==> config.mk <==
export PLATFORM = sky130hd
export DESIGN_NAME = view_compositor
export DESIGN_NICKNAME = d
export VERILOG_FILES = /design/src/rtl/kart_video_pkg.sv /design/src/rtl/view_window_hit.sv /design/src/rtl/view_compositor.sv
export SDC_FILE = /design/constraint.sdc
export NUM_CORES = 1
export LEC_CHECK = 0
export CAP_MARGIN = 20
export CORE_MARGIN = 2
export CORE_UTILIZATION = 59
export CTS_BUF_LIST = sky130_fd_sc_hd__clkbuf_8
export DETAILED_ROUTE_END_ITERATION = 10
export DONT_BUFFER_PORTS = 1
export PLACE_DENSITY = 0.85
export SLEW_MARGIN = 5
export SYNTH_ARGS = -nofsm -noshare
export SYNTH_HDL_FRONTEND = slang
export SYNTH_HIERARCHICAL = 1
export SYNTH_SLANG_ARGS = --single-unit
export TNS_END_PERCENT = 100
==> constraint.sdc <==
create_clock -name clk_in -period 4.5 [get_ports clk_in]
set_clock_uncertainty 0.1 [all_clocks]
set_input_delay 1.125 -clock clk_in [delete_from_list [all_inputs] [get_ports clk_in]]
set_output_delay 1.125 -clock clk_in [all_outputs]
set_load 0.02 [all_outputs]
==> src/rtl/kart_video_pkg.sv <==
// Shared video types for the kart display path: counter widths, pixel type,
// per-view window descriptor and the boot-time three-pane layout.
package kart_video_pkg;

  localparam int HCOUNT_W = 11;
  localparam int VCOUNT_W = 10;

  typedef logic [11:0] pixel_t;

  typedef struct packed {
    logic [HCOUNT_W-1:0] x0;
    logic [HCOUNT_W-1:0] x1;
    logic [VCOUNT_W-1:0] y0;
    logic [VCOUNT_W-1:0] y1;
    logic                en;
  } view_win_t;

  // track left, racer top-right, forward view bottom-right
  localparam view_win_t DEFAULT_WIN [3] = '{
    '{x0: 11'd0,   x1: 11'd512,  y0: 10'd0,   y1: 10'd512, en: 1'b1},
    '{x0: 11'd512, x1: 11'd1024, y0: 10'd0,   y1: 10'd384, en: 1'b1},
    '{x0: 11'd512, x1: 11'd1024, y0: 10'd384, y1: 10'd768, en: 1'b1}
  };

  function automatic view_win_t reset_win(input int idx);
    case (idx)
      0:       return DEFAULT_WIN[0];
      1:       return DEFAULT_WIN[1];
      2:       return DEFAULT_WIN[2];
      default: return '0;
    endcase
  endfunction

endpackage

==> src/rtl/view_window_hit.sv <==
// Half-open rectangle test for one view window; degenerate windows
// (x1 <= x0 or y1 <= y0) fall out of the compares and never hit.
module view_window_hit
  import kart_video_pkg::*;
(
  input  view_win_t           win,
  input  logic [HCOUNT_W-1:0] h,
  input  logic [VCOUNT_W-1:0] v,
  output logic                hit
);

  assign hit = win.en && (h >= win.x0) && (h < win.x1) &&
               (v >= win.y0) && (v < win.y1);

endmodule

==> src/rtl/view_compositor.sv <==
// Multi-view VGA compositor: per-view windows double-buffered and swapped on
// the vsync rising edge, fixed lowest-index priority, timing delayed to match.
module view_compositor
  import kart_video_pkg::*;
#(
  parameter int                 NUM_VIEWS   = 3,
  parameter int                 SRC_LATENCY = 5,
  parameter int                 PIXEL_W     = 12,
  parameter logic [PIXEL_W-1:0] BG_COLOR    = 12'h000,
  localparam int                CFG_W       = (NUM_VIEWS > 1) ? $clog2(NUM_VIEWS) : 1
) (
  input  logic                           clk_in,
  input  logic                           rst_in,
  input  logic [HCOUNT_W-1:0]            hcount_in,
  input  logic [VCOUNT_W-1:0]            vcount_in,
  input  logic                           hsync_in,
  input  logic                           vsync_in,
  input  logic                           blank_in,
  input  logic [NUM_VIEWS*PIXEL_W-1:0]   pixel_in,
  input  logic                           cfg_valid_in,
  input  logic [CFG_W-1:0]               cfg_view_in,
  input  logic [HCOUNT_W-1:0]            cfg_x0_in,
  input  logic [HCOUNT_W-1:0]            cfg_x1_in,
  input  logic [VCOUNT_W-1:0]            cfg_y0_in,
  input  logic [VCOUNT_W-1:0]            cfg_y1_in,
  input  logic                           cfg_en_in,
  output logic [3:0]                     vga_r,
  output logic [3:0]                     vga_g,
  output logic [3:0]                     vga_b,
  output logic                           vga_hs,
  output logic                           vga_vs,
  output logic                           frame_commit_out
);

  logic [HCOUNT_W-1:0]  h_dly [SRC_LATENCY];
  logic [VCOUNT_W-1:0]  v_dly [SRC_LATENCY];
  logic [SRC_LATENCY-1:0] hs_dly;
  logic [SRC_LATENCY-1:0] vs_dly;
  logic [SRC_LATENCY-1:0] bl_dly;

  always_ff @(posedge clk_in) begin
    if (rst_in) begin
      for (int i = 0; i < SRC_LATENCY; i++) begin
        h_dly[i] <= '0;
        v_dly[i] <= '0;
      end
      hs_dly <= '0;
      vs_dly <= '0;
      bl_dly <= '0;
    end else begin
      h_dly[0]  <= hcount_in;
      v_dly[0]  <= vcount_in;
      hs_dly[0] <= hsync_in;
      vs_dly[0] <= vsync_in;
      bl_dly[0] <= blank_in;
      for (int i = 1; i < SRC_LATENCY; i++) begin
        h_dly[i]  <= h_dly[i-1];
        v_dly[i]  <= v_dly[i-1];
        hs_dly[i] <= hs_dly[i-1];
        vs_dly[i] <= vs_dly[i-1];
        bl_dly[i] <= bl_dly[i-1];
      end
    end
  end

  view_win_t pending [NUM_VIEWS];
  view_win_t active  [NUM_VIEWS];
  view_win_t cfg_win;
  logic      vsync_prev;
  logic      commit;

  assign commit  = vsync_in && !vsync_prev;
  assign cfg_win = '{x0: cfg_x0_in, x1: cfg_x1_in, y0: cfg_y0_in, y1: cfg_y1_in, en: cfg_en_in};

  // a write landing on the commit edge goes to pending only; active takes the old pending
  always_ff @(posedge clk_in) begin
    if (rst_in) begin
      for (int i = 0; i < NUM_VIEWS; i++) begin
        pending[i] <= reset_win(i);
        active[i]  <= reset_win(i);
      end
      vsync_prev       <= 1'b0;
      frame_commit_out <= 1'b0;
    end else begin
      vsync_prev       <= vsync_in;
      frame_commit_out <= commit;
      for (int i = 0; i < NUM_VIEWS; i++) begin
        if (commit)
          active[i] <= pending[i];
        if (cfg_valid_in && (cfg_view_in == CFG_W'(i)))
          pending[i] <= cfg_win;
      end
    end
  end

  logic [NUM_VIEWS-1:0] hit_comb;

  for (genvar gi = 0; gi < NUM_VIEWS; gi++) begin : g_hit
    view_window_hit u_hit (
      .win (active[gi]),
      .h   (h_dly[SRC_LATENCY-1]),
      .v   (v_dly[SRC_LATENCY-1]),
      .hit (hit_comb[gi])
    );
  end

  logic [NUM_VIEWS-1:0]         hit_b;
  logic [NUM_VIEWS*PIXEL_W-1:0] pix_b;
  logic                         hs_b;
  logic                         vs_b;
  logic                         bl_b;

  always_ff @(posedge clk_in) begin
    if (rst_in) begin
      hit_b <= '0;
      pix_b <= '0;
      hs_b  <= 1'b0;
      vs_b  <= 1'b0;
      bl_b  <= 1'b0;
    end else begin
      hit_b <= hit_comb;
      pix_b <= pixel_in;
      hs_b  <= hs_dly[SRC_LATENCY-1];
      vs_b  <= vs_dly[SRC_LATENCY-1];
      bl_b  <= bl_dly[SRC_LATENCY-1];
    end
  end

  logic [PIXEL_W-1:0] color_sel;
  logic [PIXEL_W-1:0] color_c;

  // scan high to low so the lowest hitting index overwrites last
  always_comb begin
    color_sel = BG_COLOR;
    for (int i = NUM_VIEWS - 1; i >= 0; i--) begin
      if (hit_b[i])
        color_sel = pix_b[i*PIXEL_W +: PIXEL_W];
    end
  end

  always_ff @(posedge clk_in) begin
    if (rst_in) begin
      color_c <= '0;
      vga_hs  <= 1'b1;
      vga_vs  <= 1'b1;
    end else begin
      color_c <= bl_b ? '0 : color_sel;
      vga_hs  <= ~hs_b;
      vga_vs  <= ~vs_b;
    end
  end

  assign vga_r = color_c[11:8];
  assign vga_g = color_c[7:4];
  assign vga_b = color_c[3:0];

endmodule
* Word-level counts from Yosys, hierarchy flattened
Memories as Yosys holds them, arrays and structs flattened. Index checks and enable logic that the tools add are counted.
Storage, ports and cells: register bits after elaboration 73, memory bits (writable) 363, input bits 108, output and inout port bits 15, word-level logic and storage cells 105, memories kept 4
Operators by class: order comparisons 12, equality and inequality tests 2, muxes and demuxes 37, bitwise gates (word level) 18, reduce and logical (&&, ||, !) cells 19
Memories:
- active | words 3, bits a word 43, read ports 3, clocked after memory_dff 0, write ports 3, RTL line view_compositor.sv:67 | view_win_t active [NUM_VIEWS];
- pending | words 3, bits a word 43, read ports 3, clocked after memory_dff 0, write ports 3, RTL line view_compositor.sv:66 | view_win_t pending [NUM_VIEWS];
- h_dly | words 5, bits a word 11, read ports 5, clocked after memory_dff 0, write ports 5, RTL line view_compositor.sv:35 | logic [HCOUNT_W-1:0] h_dly [SRC_LATENCY];
- v_dly | words 5, bits a word 10, read ports 5, clocked after memory_dff 0, write ports 5, RTL line view_compositor.sv:36 | logic [VCOUNT_W-1:0] v_dly [SRC_LATENCY];
Operators by type and width (count):
- $mux W43 | 9
- $mux W11 | 5
- $mux W10 | 5
- $mux W12 | 3
- $ge A11 B11 Y1 | 3
- $lt A11 B11 Y1 | 3
- $ge A10 B10 Y1 | 3
- $lt A10 B10 Y1 | 3
- $logic_and A1 B1 Y1 | 16
- $or A1 B1 Y1 | 16
- $mux W1 | 15
- $eq A2 B1 Y1 const B | 1
- $eq A2 B2 Y1 const B | 1
- $logic_not A2 Y1 | 1
- $not A1 Y1 | 2
- $reduce_or A2 Y1 | 1
- $logic_not A1 Y1 | 1

* Longest topological paths before layout
Gate-level depths: netlist of the first run.
word-level depth 6, depth in mapped cells 9, depth with buffers taken out 9

* By module
The synthesis of the first run kept the hierarchy.
Modules (own cells, without submodules):
- view_compositor | instances 1, cells an instance 892, area each 14223.6 um2, seq. area each 11290.8 um2
- view_window_hit | instances 3, cells an instance 137, area each 992.2 um2, seq. area each 0.0 um2

* Worst setup path after synthesis of the first run
OpenSTA, ideal clock, no wires.
kind input -> register, from input rst_in, to memory active[0][0] (netlist bit), enable pin, setup time 0.487 ns, data arrival time 4.106 ns, required time 3.913 ns, setup slack -0.193 ns, stages 3, path buffers 2, cell sequence buf_2 > buf_2 > a21o_1
RTL lines:
- start: declaration | RTL line view_compositor.sv:13 | input logic rst_in,
- end: declaration | RTL line view_compositor.sv:67

==> PnR_summary.wiki, run 1 <==
{| class="wikitable"
! Metric !! Value
|-
| Result of the run || complete, no violations
|-
| Final antenna-violating net count || 0
|-
| Post-synth top flop || edfxtp_1
|-
| Least-Margin Pin Slew || 1.03 ns
|-
| Die width || 175 um
|-
| Final core utilization || 65.0%
|-
| Leading cell types in the layout, fill and taps excluded || 258 x edfxtp_1, 177 x dfxtp_1, 167 x nor2b_1
|-
| Type of the setup path with the least slack || register to register
|-
| Root Buffer Master || clkbuf_8
|-
| Required time worst endpoint || 4.90 ns
|-
| Worst min-delay path class || register to register
|-
| H-Tree Level Count || 2
|-
| Estimated wirelength of the detail-placed design || 20.4 mm
|-
| Count of hold-fix buffers inserted at cts || 0
|-
| Yosys top cell by area || edfxtp_1
|-
| Post-synthesis net count || 1531
|-
| Routed wirelength normalized by instance count || 17.3 um
|-
| Synthesized instance count || 1303
|-
| Fraction of final layout cells with drive strength greater than 1 || 7.16%
|-
| Synth area leaders || edfxtp_1 45%, dfxtp_1 21%, ha_1 8.7%
|-
| Standard cell area after detailed placement || 17500 sq um
|-
| Number of buffers added on ports || 0
|-
| Netlist cell types || 38
|-
| Area enclosed by the die boundary || 30500 sq um
|-
| Residual DRC count || 0
|-
| Pwr Density || 414 nW/um^2
|-
| Number of DRC markers in iteration 0 || 604
|-
| Crit Path Max Fanout || 6
|-
| Synthesis-stage register bit count || 435
|-
| Global route total overflow || 0
|-
| Worst setup SP type || register
|-
| GRT Resource Usage Total || 20.5%
|-
| Kind of capture point of the worst setup path || register
|-
| Number of hold violations in the final report || 0
|-
| Layout-stage area growth over the synthesis result || 8.48%
|-
| Total number of nets in the final design || 1547
|-
| Gp weighted congestion || 0.828
|-
| Cell count after placement || 1643
|-
| Final instance count without filler cells || 1760
|-
| Final-report max-slew violation count || 0
|-
| Design area || 18700 sq um
|-
| Vias || 9350
|-
| Hold Path Origin || v_dly[0][9]$_SDFF_PP0_
|-
| Mapped Avg Cell Area || 13.2 sq um
|-
| Clock latency reported for the late side of the worst-skew pair || 0.60 ns
|-
| Data arrival time of the critical path || 2.98 ns
|-
| Synth async-reset ratio || 0%
|-
| Post_cts resized || 0
|-
| Pre-antenna DRT Iters || 5
|-
| Area of the mapped netlist || 17200 sq um
|-
| Period utilization || 57.3%
|-
| Chip Height || 175 um
|-
| Proportion of synthesized chip area in sequential cells || 65.6%
|-
| Proportion of netlist area held by the largest area contributor || 45.0%
|-
| Post-synth EDFFs || 258
|-
| Antenna violations before repair || 6
|-
| Final TNS setup || 0 ns
|-
| RSZ-0062 raised after global routing || false
|-
| R2R Path Start || h_dly[0][46]$_SDFF_PP0_
|-
| Total length of routed wires || 30.4 mm
|-
| Initial core utilization || 59.9%
|-
| Pin count of the biggest net entering global routing || 170
|-
| CP startpoint || h_dly[0][46]$_SDFF_PP0_
|-
| IO Count || 123
|-
| Crit path time final || 2.58 ns
|-
| Yosys Warn Count || 6
|-
| Commonest non-fill, non-tap cell in the layout || edfxtp_1
|-
| Clock slew at reported path FFs || 0.07 ns
|-
| Vias/cell || 5.31
|-
| CTS tree || built
|-
| First-pass GRT wire length || 49.0 mm
|-
| Number of buffers between clock root and the deepest sink || 3
|-
| TritonCTS Sinks || 435
|-
| VDD IR-drop max || 0.294 mV
|-
| Max-capacitance violation count || 0
|-
| Core box area || 28700 sq um
|-
| Max Fclk || 388 MHz
|-
| Leakage component of the power || 7.53 nW
|-
| Cell Rows || 62
|-
| CTS buffer count || 58
|-
| Vias in the first global route || 9538
|-
| Setup-failing EPs final || 0
|-
| Worst-case headroom to the max-slew limit || 31.4%
|-
| Number of setup buffers added after CTS || 0
|}
-- area by class of cell --
class                           count  area (sq um)
Inverter                          142           533
Clock inverter                     47           285
Antenna cell                        8          20.0
Multi-Input combinational cell    672          5100
Tap cell                          384           480
Fill cell                        1969         10000
Timing Repair Buffer               10          95.1
Clock buffer                       62           853
Sequential cell                   435         11300
-- per-stage QoR --
| step | setup WS (ns) | power (mW) | hold slack [ns] |
|---|---|---|---|
| after CTS | 1.90 | 7.78 | 0.332 |
| after floorplan | 0.919 | 4.88 | 0.252 |
| after detailed placement | 1.69 | 4.97 | 0.314 |
| final | 1.92 | 7.73 | 0.329 |
| after global placement | 1.62 | 4.94 | 0.314 |
| after global routing | 1.75 | 8.03 | 0.338 |
-- worst max-delay path: stages, from the launching register on --
cell       delay (ns)
dfxtp_1          0.54
ha_1             0.32
a21oi_1          0.12
o21ai_0          0.11
a21oi_1          0.17
o21ai_0          0.12
a2111oi_2        0.67
nor4_2           0.17
nor2b_1          0.17
-- synth_stat cells, drive strengths merged (3+ instances only) --
| cell | instances |
|---|---|
| edfxtp | 258 |
| dfxtp | 177 |
| nor2b | 167 |
| inv | 142 |
| ha | 120 |
| and2 | 114 |
| a21oi | 51 |
| and4 | 42 |
| clkbuf | 34 |
| nand2 | 24 |
| nand2b | 24 |
| buf | 20 |
| nand3 | 15 |
| a211oi | 12 |
| a221oi | 12 |
| nand3b | 12 |
| nor2 | 10 |
| nand4 | 9 |
| nand4b | 9 |
| o21ai | 9 |
| a21o | 7 |
| o211ai | 6 |
| a2111oi | 3 |
| a211o | 3 |
| a21boi | 3 |
| a31o | 3 |
| a31oi | 3 |
| nor4 | 3 |
| o2111ai | 3 |
| o311ai | 3 |
| o31a | 3 |
-- worst paths after layout --
check,depth (start not counted),slack (ns),end
worst max-delay path,8,1.92,hit_b[0]$_SDFF_PP0_
worst min-delay path,1,0.33,v_dly[0][19]$_SDFF_PP0_
worst max register to register,8,1.92,hit_b[0]$_SDFF_PP0_
worst min register to register,1,0.33,v_dly[0][19]$_SDFF_PP0_
-- power breakdown --
group	switching (mW)	internal (mW)
sequential	0.0633	4.46
combinational	0.225	0.146
clock	1.38	1.45
total	1.67	6.06
-- per-layer routing --
metal,up-vias,GRT usage (%),wire length [um]
li1,4557,-,-
met1,4447,25.4,12400
met2,279,34.9,14900
met3,65,5.40,2350
met4,2,7.01,736
met5,-,0,13
-- kinds of logic (layout without fill, tap and decap cells) --
kind of cell	count (synthesis)	after routing	synth area share, %
simple gates	431	431	16.0
other cells	0	8	0
buf+inv	196	261	4.78
compound gates	121	121	4.80
fa+ha+maj	120	120	8.73
flops	435	435	65.6
-- registers in the layout (all words and copies together) (netlist names), 3 cells and up --
signal,flops
v_dly,50
color_c,12
h_dly,55
hs_dly,5
pending,129
bl_dly,5
active,129
hit_b,3
vs_dly,5
pix_b,36
(Power assumes the default switching activity.)
==> inputs of run 2 (changes only) <==
CORE_UTILIZATION = 60   (was 59)
PLACE_DENSITY = 0.83   (was 0.85)
clock period = 2.7 ns   (was 4.5 ns; I/O delays follow)
==> PnR_summary.wiki, run 2 (synthesized netlist as in run 1, its figures left out) <==
{| class="wikitable"
! Metric !! Value
|-
| Data arrival time of the critical path || 2.57 ns (-0.41 ns)
|-
| Clock latency reported for the late side of the worst-skew pair || 0.59 ns (about the same)
|-
| Count of hold-fix buffers inserted at cts || 0 (unchanged)
|-
| IO Count || 123 (unchanged)
|-
| First-pass GRT wire length || 47.9 mm (-2.2%)
|-
| Worst-case headroom to the max-slew limit || 43.3% (+12 points)
|-
| Standard cell area after detailed placement || 17600 sq um (+0.39%)
|-
| Pin count of the biggest net entering global routing || 170 (unchanged)
|-
| Footprint of the flip-flops and latches || 11300 sq um (unchanged)
|-
| Layout-stage area growth over the synthesis result || 9.93%
|-
| Leading cell types in the layout, fill and taps excluded || 258 x edfxtp_1, 177 x dfxtp_1, 172 x inv_1
|-
| Post_cts resized || 0 (unchanged)
|-
| Crit Path Max Fanout || 6 (unchanged)
|-
| Number of DRC markers in iteration 0 || 680 (+13%)
|-
| Worst setup SP type || register
|-
| Gp weighted congestion || 0.818 (-1.2%)
|-
| Die width || 173 um (-0.82%)
|-
| Met2 Wirelength || 14.0 mm (-6.2%)
|-
| Hold Path Origin || rst_in
|-
| Antenna violations before repair || 4 (-2)
|-
| Cell Rows || 61 (-1.6%)
|-
| CTS buffer count || 68 (+17%)
|-
| GRT Resource Usage Total || 20.2% (-0.23 points)
|-
| Number of buffers added on ports || 0 (unchanged)
|-
| Routed wirelength normalized by instance count || 16.9 um (-2.3%)
|-
| RSZ-0062 raised after global routing || false
|-
| Final antenna-violating net count || 0 (unchanged)
|-
| CTS tree || built
|-
| Required time worst endpoint || 3.09 ns (-1.81 ns)
|-
| Routed length on met1 || 12.6 mm (+1.3%)
|-
| Period utilization || 80.5% (+23 points)
|-
| Global route total overflow || 0 (unchanged)
|-
| Pwr Total || 13.4 mW (+74%)
|-
| VDD IR-drop max || 0.512 mV (+74%)
|-
| Number of buffers between clock root and the deepest sink || 3 (unchanged)
|-
| Count of filler cells inserted in the layout || 1991 (+1.1%)
|-
| Uppermost layer routed || met5
|-
| Result of the run || complete, no violations
|-
| Hold Path End || pix_b[6]$_SDFF_PP0_
|-
| Final TNS setup || 0 ns (unchanged)
|-
| Depth of the worst register-to-register path || 8 (unchanged)
|-
| Leakage component of the power || 7.68 nW (+1.9%)
|-
| Root Buffer Master || clkbuf_8
|-
| Setup-failing EPs final || 0 (unchanged)
|-
| Register-to-register setup slack || 0.53 ns (-1.39 ns)
|-
| Number of setup buffers added after CTS || 0 (unchanged)
|-
| Crit path time final || 2.17 ns (-0.406 ns)
|-
| R2R Path Start || h_dly[0][46]$_SDFF_PP0_
|-
| Clock slew at reported path FFs || 0.06 ns (about the same)
|-
| Least-Margin Pin Slew || 0.849 ns (-0.179 ns)
|-
| Largest registers ranked by flip-flop count || active (129), pending (129), h_dly (55)
|-
| Vias/cell || 5.27 (-0.78%)
|-
| Kind of capture point of the worst setup path || register
|-
| Max Fclk || 460 MHz (+19%)
|-
| Vias || 9309 (-0.44%)
|-
| Commonest non-fill, non-tap cell in the layout || edfxtp_1
|-
| Chip Height || 173 um (-0.82%)
|-
| Pre-antenna DRT Iters || 5 (unchanged)
|-
| Cell depth of the worst min-delay path || 1 (unchanged)
|-
| Worst min-delay path class || input pin to register
|-
| Final-report max-slew violation count || 0 (unchanged)
|-
| Type of the setup path with the least slack || register to register
|-
| Worst r2r dst || hit_b[0]$_SDFF_PP0_
|-
| Total length of routed wires || 29.8 mm (-1.9%)
|-
| TritonCTS Sinks || 435 (unchanged)
|-
| Residual DRC count || 0 (unchanged)
|-
| Fraction of final layout cells with drive strength greater than 1 || 8.45% (+1.3 points)
|-
| Initial core utilization || 61.4% (+1.5 points)
|-
| Pwr Density || 710 nW/um^2 (+72%)
|-
| Total number of nets in the final design || 1558 (+0.71%)
|-
| Max-capacitance violation count || 0 (unchanged)
|-
| Vias in the first global route || 9470 (-0.71%)
|-
| H-Tree Level Count || 3 (+1)
|-
| Area enclosed by the die boundary || 30000 sq um (-1.6%)
|-
| Design area || 18900 sq um (+1.3%)
|-
| Routed length on met3 || 2.48 mm (+5.8%)
|-
| CP startpoint || h_dly[0][46]$_SDFF_PP0_
|-
| Core box area || 28000 sq um (-2.4%)
|-
| Number of hold violations in the final report || 0 (unchanged)
|-
| Multi-input gate area in the final layout || 5100 sq um (unchanged)
|-
| Estimated wirelength of the detail-placed design || 19.5 mm (-4.1%)
|}
## run 2: critical path, stage by stage (launching register included)
cell and delay, ns:
dfxtp_1 0.47, ha_1 0.30, a21oi_1 0.12, o21ai_0 0.10, a21oi_1 0.16, o21ai_0 0.14, a2111oi_2 0.45, nor4_2 0.09
nor2b_1 0.14
## run 2: report_power, final
group	internal (mW)	switching (mW)
clock network	2.81	2.45
registers	7.43	0.0927
logic	0.257	0.386
## run 2: worst max-delay path by stage
stage,to,slack [ns],cells past startpoint
floorplan,active[0][0]$_SDFFCE_PN1P_,0.28,3
global placement,hit_b[0]$_SDFF_PP0_,0.62,9
global route,hit_b[1]$_SDFF_PP0_,0.36,8
detailed placement,hit_b[0]$_SDFF_PP0_,0.52,8
finish,hit_b[0]$_SDFF_PP0_,0.53,8
CTS,hit_b[0]$_SDFF_PP0_,0.52,8
## run 2: final cells by class
cell class	instances	area share, %
flip-flops and latches	435	59.7
multi-input cells	672	27.0
clock buffers	76	5.53
inverters	142	2.82
well taps	378	2.50
clock inverters	49	1.52
repair buffers	11	0.900
diodes	3	0.0397
## run 2: layer usage
layer / GRT usage, % / vias to the layer above
met4: 7.94 / 2
met5: 0 / -
met3: 5.46 / 63
met2: 32.7 / 289
li1: - / 4577
met1: 26.2 / 4378
## run 2: per-stage QoR
stage / hold slack (ns) / setup slack, ns / std cells / util (%)
after floorplan: 0.252 / 0.279 / 1303 / -
after global placement: 0.255 / 0.617 / 1638 / 62.7
after detailed placement: 0.260 / 0.521 / 1638 / 62.7
after CTS: 0.0253 / 0.523 / 1763 / 67.5
after global routing: 0.0335 / 0.362 / 1764 / 67.5
final: 0.0633 / 0.526 / 1766 / 67.5
